<file path="config.mk">
export PLATFORM = sky130hd
export DESIGN_NAME = pc_sequencer
export DESIGN_NICKNAME = d
export VERILOG_FILES = /design/src/rtl/pc_pkg.sv /design/src/rtl/pc_adder.sv /design/src/rtl/pc_sequencer.sv
export SDC_FILE = /design/constraint.sdc
export NUM_CORES = 1
export LEC_CHECK = 0
export CAP_MARGIN = 15
export CELL_PAD_IN_SITES_DETAIL_PLACEMENT = 0
export CELL_PAD_IN_SITES_GLOBAL_PLACEMENT = 1
export CORE_UTILIZATION = 35
export CTS_BUF_LIST = sky130_fd_sc_hd__clkbuf_2
export CTS_CLUSTER_DIAMETER = 30
export DETAILED_ROUTE_END_ITERATION = 7
export GPL_TIMING_DRIVEN = 0
export MAX_ROUTING_LAYER = met4
export PLACE_DENSITY_LB_ADDON = 0.12
export SLEW_MARGIN = 30
export SYNTH_ARGS = -nofsm -noshare
export SYNTH_HDL_FRONTEND = slang
export SYNTH_SLANG_ARGS = --single-unit
</file>
<file path="constraint.sdc">
create_clock -name clk -period 8 [get_ports clk]
set_input_delay 0.8 -clock clk [delete_from_list [all_inputs] [get_ports clk]]
set_output_delay 0.8 -clock clk [all_outputs]
set_load 0.005 [all_outputs]
</file>
<file path="src/rtl/pc_pkg.sv">
// Shared types and constants for the instruction-fetch PC sequencer.
//   pc_state_t          : fetch FSM state encoding
//   PC_STEP             : sequential PC increment (one 32-bit instruction)
//   PC_ALIGN_MASK       : clears the low two bits of a redirect/trap target
//   NOP_INSTR_DEFAULT   : addi x0,x0,0, presented to decode when nothing is held
package pc_pkg;

  typedef enum logic [1:0] {
    S_BOOT = 2'd0,
    S_REQ  = 2'd1,
    S_WAIT = 2'd2,
    S_HOLD = 2'd3
  } pc_state_t;

  localparam logic [31:0] PC_STEP           = 32'd4;
  localparam logic [31:0] PC_ALIGN_MASK     = 32'hFFFF_FFFC;
  localparam logic [31:0] NOP_INSTR_DEFAULT = 32'h0000_0013;

endpackage

</file>
<file path="src/rtl/pc_adder.sv">
// Plain 32-bit PC incrementer. Wraps modulo 2^32 with no carry out.
//   pc_i   : current PC
//   step_i : increment
//   sum_o  : pc_i + step_i
module pc_adder (
  input  logic [31:0] pc_i,
  input  logic [31:0] step_i,
  output logic [31:0] sum_o
);

  assign sum_o = pc_i + step_i;

endmodule

</file>
<file path="src/rtl/pc_sequencer.sv">
// Architectural PC owner and instruction-fetch sequencer for the RV32IM core.
// Keeps at most one instruction-memory request outstanding, steps the PC by 4
// on each delivered instruction, applies branch/jump redirects and trap
// vectors (trap wins), and hands the fetched word to decode over valid/ready.
//
// Build option: PC_MISALIGN_CHK_EN
//   defined   -> misaligned branch/jump targets are dropped and reported on
//                misalign_o / misalign_addr_o
//   undefined -> target low bits are silently cleared
//
// Ports
//   clk, rst                 core clock, async active-high reset
//   stall_i                  blocks issue of new fetch requests
//   redirect_valid_i/_pc_i   branch/jump taken and its target
//   trap_valid_i/trap_vec_i  trap entry and its vector
//   imem_req_o/imem_addr_o   fetch request and address (= pc_q)
//   imem_ready_i             memory accepts request
//   imem_rvalid_i/_rdata_i   fetch response
//   if_valid_o/_pc_o/_instr_o  instruction presented to decode
//   if_ready_i               decode accepts
//   misalign_o/_addr_o       (PC_MISALIGN_CHK_EN only) dropped misaligned redirect
//
// state  | meaning
// S_BOOT | first cycle out of reset, no request issued
// S_REQ  | request pc_q until memory accepts
// S_WAIT | request accepted, waiting for rvalid (kill_q marks it stale)
// S_HOLD | instruction held for decode until accepted or redirected
module pc_sequencer
  import pc_pkg::*;
#(
  parameter logic [31:0] RESET_PC  = 32'h0000_0000,
  parameter logic [31:0] NOP_INSTR = NOP_INSTR_DEFAULT
) (
  input  logic        clk,
  input  logic        rst,
  input  logic        stall_i,
  input  logic        redirect_valid_i,
  input  logic [31:0] redirect_pc_i,
  input  logic        trap_valid_i,
  input  logic [31:0] trap_vec_i,
  output logic        imem_req_o,
  output logic [31:0] imem_addr_o,
  input  logic        imem_ready_i,
  input  logic        imem_rvalid_i,
  input  logic [31:0] imem_rdata_i,
  output logic        if_valid_o,
  output logic [31:0] if_pc_o,
  output logic [31:0] if_instr_o,
  input  logic        if_ready_i
`ifdef PC_MISALIGN_CHK_EN
  ,
  output logic        misalign_o,
  output logic [31:0] misalign_addr_o
`endif
);

  pc_state_t   state_q, state_d;
  logic [31:0] pc_q, pc_d;
  logic [31:0] pc_plus4;
  logic        kill_q, kill_d;
  logic        if_valid_q, if_valid_d;
  logic [31:0] if_pc_q, if_pc_d;
  logic [31:0] if_instr_q, if_instr_d;

  logic        bad_align;
  logic        redir;
  logic [31:0] target;

`ifdef PC_MISALIGN_CHK_EN
  logic        misalign_q, misalign_d;
  logic [31:0] misalign_addr_q, misalign_addr_d;

  // A trap is never blocked by this check; only a plain misaligned jump is.
  assign bad_align = redirect_valid_i & ~trap_valid_i & (redirect_pc_i[1:0] != 2'b00);
`else
  assign bad_align = 1'b0;
`endif

  assign redir  = trap_valid_i | (redirect_valid_i & ~bad_align);
  assign target = (trap_valid_i ? trap_vec_i : redirect_pc_i) & PC_ALIGN_MASK;

  pc_adder u_pc_adder (
    .pc_i   (pc_q),
    .step_i (PC_STEP),
    .sum_o  (pc_plus4)
  );

  // FSM: state register
  always_ff @(posedge clk or posedge rst) begin
    if (rst) state_q <= S_BOOT;
    else     state_q <= state_d;
  end

  // FSM: next state
  always_comb begin
    state_d = state_q;
    case (state_q)
      S_BOOT: state_d = S_REQ;
      S_REQ:  if (imem_req_o && imem_ready_i) state_d = S_WAIT;
      S_WAIT: if (imem_rvalid_i) state_d = (kill_q || redir) ? S_REQ : S_HOLD;
      S_HOLD: if (redir || if_ready_i) state_d = S_REQ;
      default: state_d = S_BOOT;
    endcase
  end

  // FSM: outputs
  always_comb begin
    imem_req_o = (state_q == S_REQ) && !stall_i && !redir;
  end

  assign imem_addr_o = pc_q;
  assign if_valid_o  = if_valid_q;
  assign if_pc_o     = if_pc_q;
  assign if_instr_o  = if_instr_q;

  // Datapath next values
  always_comb begin
    pc_d       = pc_q;
    kill_d     = kill_q;
    if_valid_d = if_valid_q;
    if_pc_d    = if_pc_q;
    if_instr_d = if_instr_q;
    if (redir) pc_d = target;
    case (state_q)
      S_WAIT: begin
        if (imem_rvalid_i) begin
          kill_d = 1'b0;
          if (!kill_q && !redir) begin
            if_valid_d = 1'b1;
            if_pc_d    = pc_q;
            if_instr_d = imem_rdata_i;
            pc_d       = pc_plus4;
          end
        end else if (redir) begin
          // Response still in flight: remember to drop it when it lands.
          kill_d = 1'b1;
        end
      end
      S_HOLD: begin
        if (redir || if_ready_i) begin
          if_valid_d = 1'b0;
          if_instr_d = NOP_INSTR;
        end
      end
      default: ;
    endcase
  end

  always_ff @(posedge clk or posedge rst) begin
    if (rst) begin
      pc_q       <= RESET_PC;
      kill_q     <= 1'b0;
      if_valid_q <= 1'b0;
      if_pc_q    <= 32'h0;
      if_instr_q <= NOP_INSTR;
    end else begin
      pc_q       <= pc_d;
      kill_q     <= kill_d;
      if_valid_q <= if_valid_d;
      if_pc_q    <= if_pc_d;
      if_instr_q <= if_instr_d;
    end
  end

`ifdef PC_MISALIGN_CHK_EN
  always_comb begin
    misalign_d      = bad_align;
    misalign_addr_d = bad_align ? redirect_pc_i : misalign_addr_q;
  end

  always_ff @(posedge clk or posedge rst) begin
    if (rst) begin
      misalign_q      <= 1'b0;
      misalign_addr_q <= 32'h0;
    end else begin
      misalign_q      <= misalign_d;
      misalign_addr_q <= misalign_addr_d;
    end
  end

  assign misalign_o      = misalign_q;
  assign misalign_addr_o = misalign_addr_q;
`endif

endmodule
</file>
==> impl_metrics.tcl <==
set metrics [dict create \
    slew_violations 0 \
    die_width_um 122 \
    ys_seq_elements 100 \
    ios 202 \
    drt_iter0_drc 224 \
    final_common_cell "clkdlybuf4s50_1" \
    status "completed" \
    clk-insertion-delay-late_ns 0.62 \
    fin_tns_setup_ns 0 \
    hp-start "if_instr_o[0]" \
    coreArea_um2 13900 \
    synth_area_leaders "dfrtp_1 (48%), nand2_1 (13%), nand3b_1 (4.5%)" \
    hold_class "reg2reg" \
    fin_area_um2 7390 \
    port_buffers 196 \
    regToRegStartpoint "state_q[0]" \
    avgSynthCellArea_um2 9.01 \
    cp.arrival_ns 2.53 \
    drt_wl_total_mm 16.0 \
    skew_ns 0.0259 \
    rsz0062_at_grt "no" \
    dp_cells 936 \
    max_slew_margin 0.438 \
    htreeDepth 3 \
    grt_first_pass_wirelength_mm 25.1 \
    yosys.area.top_type_share 0.482 \
    hold_buffers 0 \
    cts-root-buf "clkbuf_2" \
    ys_types 44 \
    die_area_um2 14900 \
    num_vias 4718 \
    die_h_um 122 \
    start_util 0.361 \
    ys_seq_area_frac 0.498 \
    cts_made_buffers 9 \
    crit_path_start "redirect_valid_i" \
    clk_pin_slew_worst_paths_ns 0.26 \
    grt_use_met1 0.312 \
    critical_path.max_fanout 8 \
    grt_use_total 0.231 \
    endpoint_kind "primary output" \
    syn_to_final_growth_pct 46.7 \
    syn_inst 559 \
    hpwl_mm 11.7 \
    drive_above_1_share 0.0596 \
    rows 43 \
    netlist_area_um2 5040 \
    powerDensity_nw_per_um2 180 \
    drtPass1Iterations 4 \
    yosys.area.top_type "dfrtp_1" \
    setup-violations-final 0 \
    nNetsFinal 875 \
    finalHoldViolations 0 \
    met3_usage 0.0328 \
    period_minus_slack_ns 3.33 \
    crit_type "in2out" \
    drv_cap 0 \
    dpl_cell_area_um2 7260 \
    cts_num_sinks 100 \
    cts_tree "done" \
    viasPerCell 4.95 \
    ir_drop_v 0.0000770 \
    ys_warn_count 0 \
    drtAntennaViolNets 0 \
    worstMarginPinSlew_ns 0.840 \
    grt_max_degree 53 \
    min_period_over_period 0.417 \
    antenna_found_initial 1 \
    routabilityCongestion 0.778 \
    final_cell_mix "clkdlybuf4s50_1 (196), nand2_1 (172), dfrtp_1 (97), nor2_1 (37), nand3b_1 (30)" \
    startpoint_type "primary input" \
    postCtsSetupBuffers 0 \
    first_global_vias 4588 \
    met2_usage 0.357 \
    wl_per_cell_um 16.8 \
    cts_resized 0 \
    final_cells 953 \
    overflow 0 \
    timing.fmax_mhz 300 \
    clk_path_buf_depth 2 \
    synth_fp_nets 667 \
    drcViolationCount 0 \
    required_ns 7.20 \
    p_leak_nw 3.33 \
    grt_busiest_layer "met2" \
]
metal layers:
layer | wire length, um | vias up
met5 | 0 | -
met4 | 201 | 0
met3 | 940 | 13
met2 | 7560 | 137
met1 | 7280 | 2272
li1 | - | 2296
worst max-delay path: stages:
cell	delay, ns
clkdlybuf4s50_1	0.42
or2_2	0.29
clkbuf_1	0.24
nor3b_1	0.24
clkdlybuf4s50_1	0.54
final timing paths:
kind	slack, ns	endpoint	cells past startpoint
max	4.67	imem_req_o	5
min	0.48	if_instr_o[0]	2
max reg2reg	5.77	if_pc_o[26]	8
min reg2reg	0.48	if_instr_o[0]	2
max in group asynchronous	6.84	imem_addr_o[11]	3
min in group asynchronous	0.55	if_instr_o[30]	2
where the power goes:
part / leakage [nW] / internal [mW] / switching [mW]
combinational: 1.93 / 0.231 / 0.182
clock: 0.0796 / 0.104 / 0.181
sequential: 1.32 / 0.575 / 0.0578
total: 3.33 / 0.910 / 0.421
registers in the layout (all words and copies together), names as in the netlist:
signal and flops:
if_instr_o 32, if_pc_o 32, if_valid_o 1, imem_addr_o 32, kill_q 1, state_q 2
kinds of logic after synthesis:
group | count (synthesis) | share of synthesized area
compound gates | 74 | 0.0909
fa+ha+maj | 4 | 0.00994
xor+xnor | 29 | 0.0504
buf+inv | 39 | 0.0340
flops | 100 | 0.498
mux | 20 | 0.0397
simple gates | 293 | 0.277
Yosys cell counts, drive strengths merged:
| cell | number |
|---|---|
| nand2 | 172 |
| nor3 | 4 |
| nor2b | 5 |
| xor2 | 20 |
| nand4b | 2 |
| or2 | 1 |
| nor2 | 37 |
| o41ai | 1 |
| nand3b | 30 |
| inv | 6 |
| o21a | 1 |
| nor3b | 3 |
| nor4 | 2 |
| mux2i | 20 |
| dfstp | 3 |
| a22oi | 4 |
| and4 | 1 |
| or4b | 1 |
| xnor2 | 9 |
| and3 | 5 |
| ha | 4 |
| a211oi | 22 |
| buf | 16 |
| o22ai | 1 |
| and2 | 4 |
| and3b | 1 |
| clkbuf | 17 |
| o21ai | 14 |
| nand4 | 8 |
| o221ai | 2 |
| dfrtp | 97 |
| a21oi | 29 |
| and4b | 1 |
| nand3 | 16 |
metrics by stage:
step	power [mW]	hold WS, ns	worst slack, ns	utilization
6_report	1.33	0.481	4.67	0.530
3_3_place_gp	1.05	0.450	2.88	0.518
3_5_place_dp	1.06	0.455	4.55	0.521
5_1_grt	1.41	0.513	4.59	0.530
4_1_cts	1.34	0.485	4.66	0.530
2_1_floorplan	0.822	0.452	4.59	-
cell type report:
type                       instances  area (um2)
multi-input combinational        420        2360
fill                            1368        6540
timing repair buffer             197        1990
inverter                           6        27.5
clock buffer                      11        55.1
buffer                            33         149
sequential                       100        2510
antenna                            1        2.50
tap                              180         225
clock inverter                     5        76.3
(Power assumes the default switching activity.)
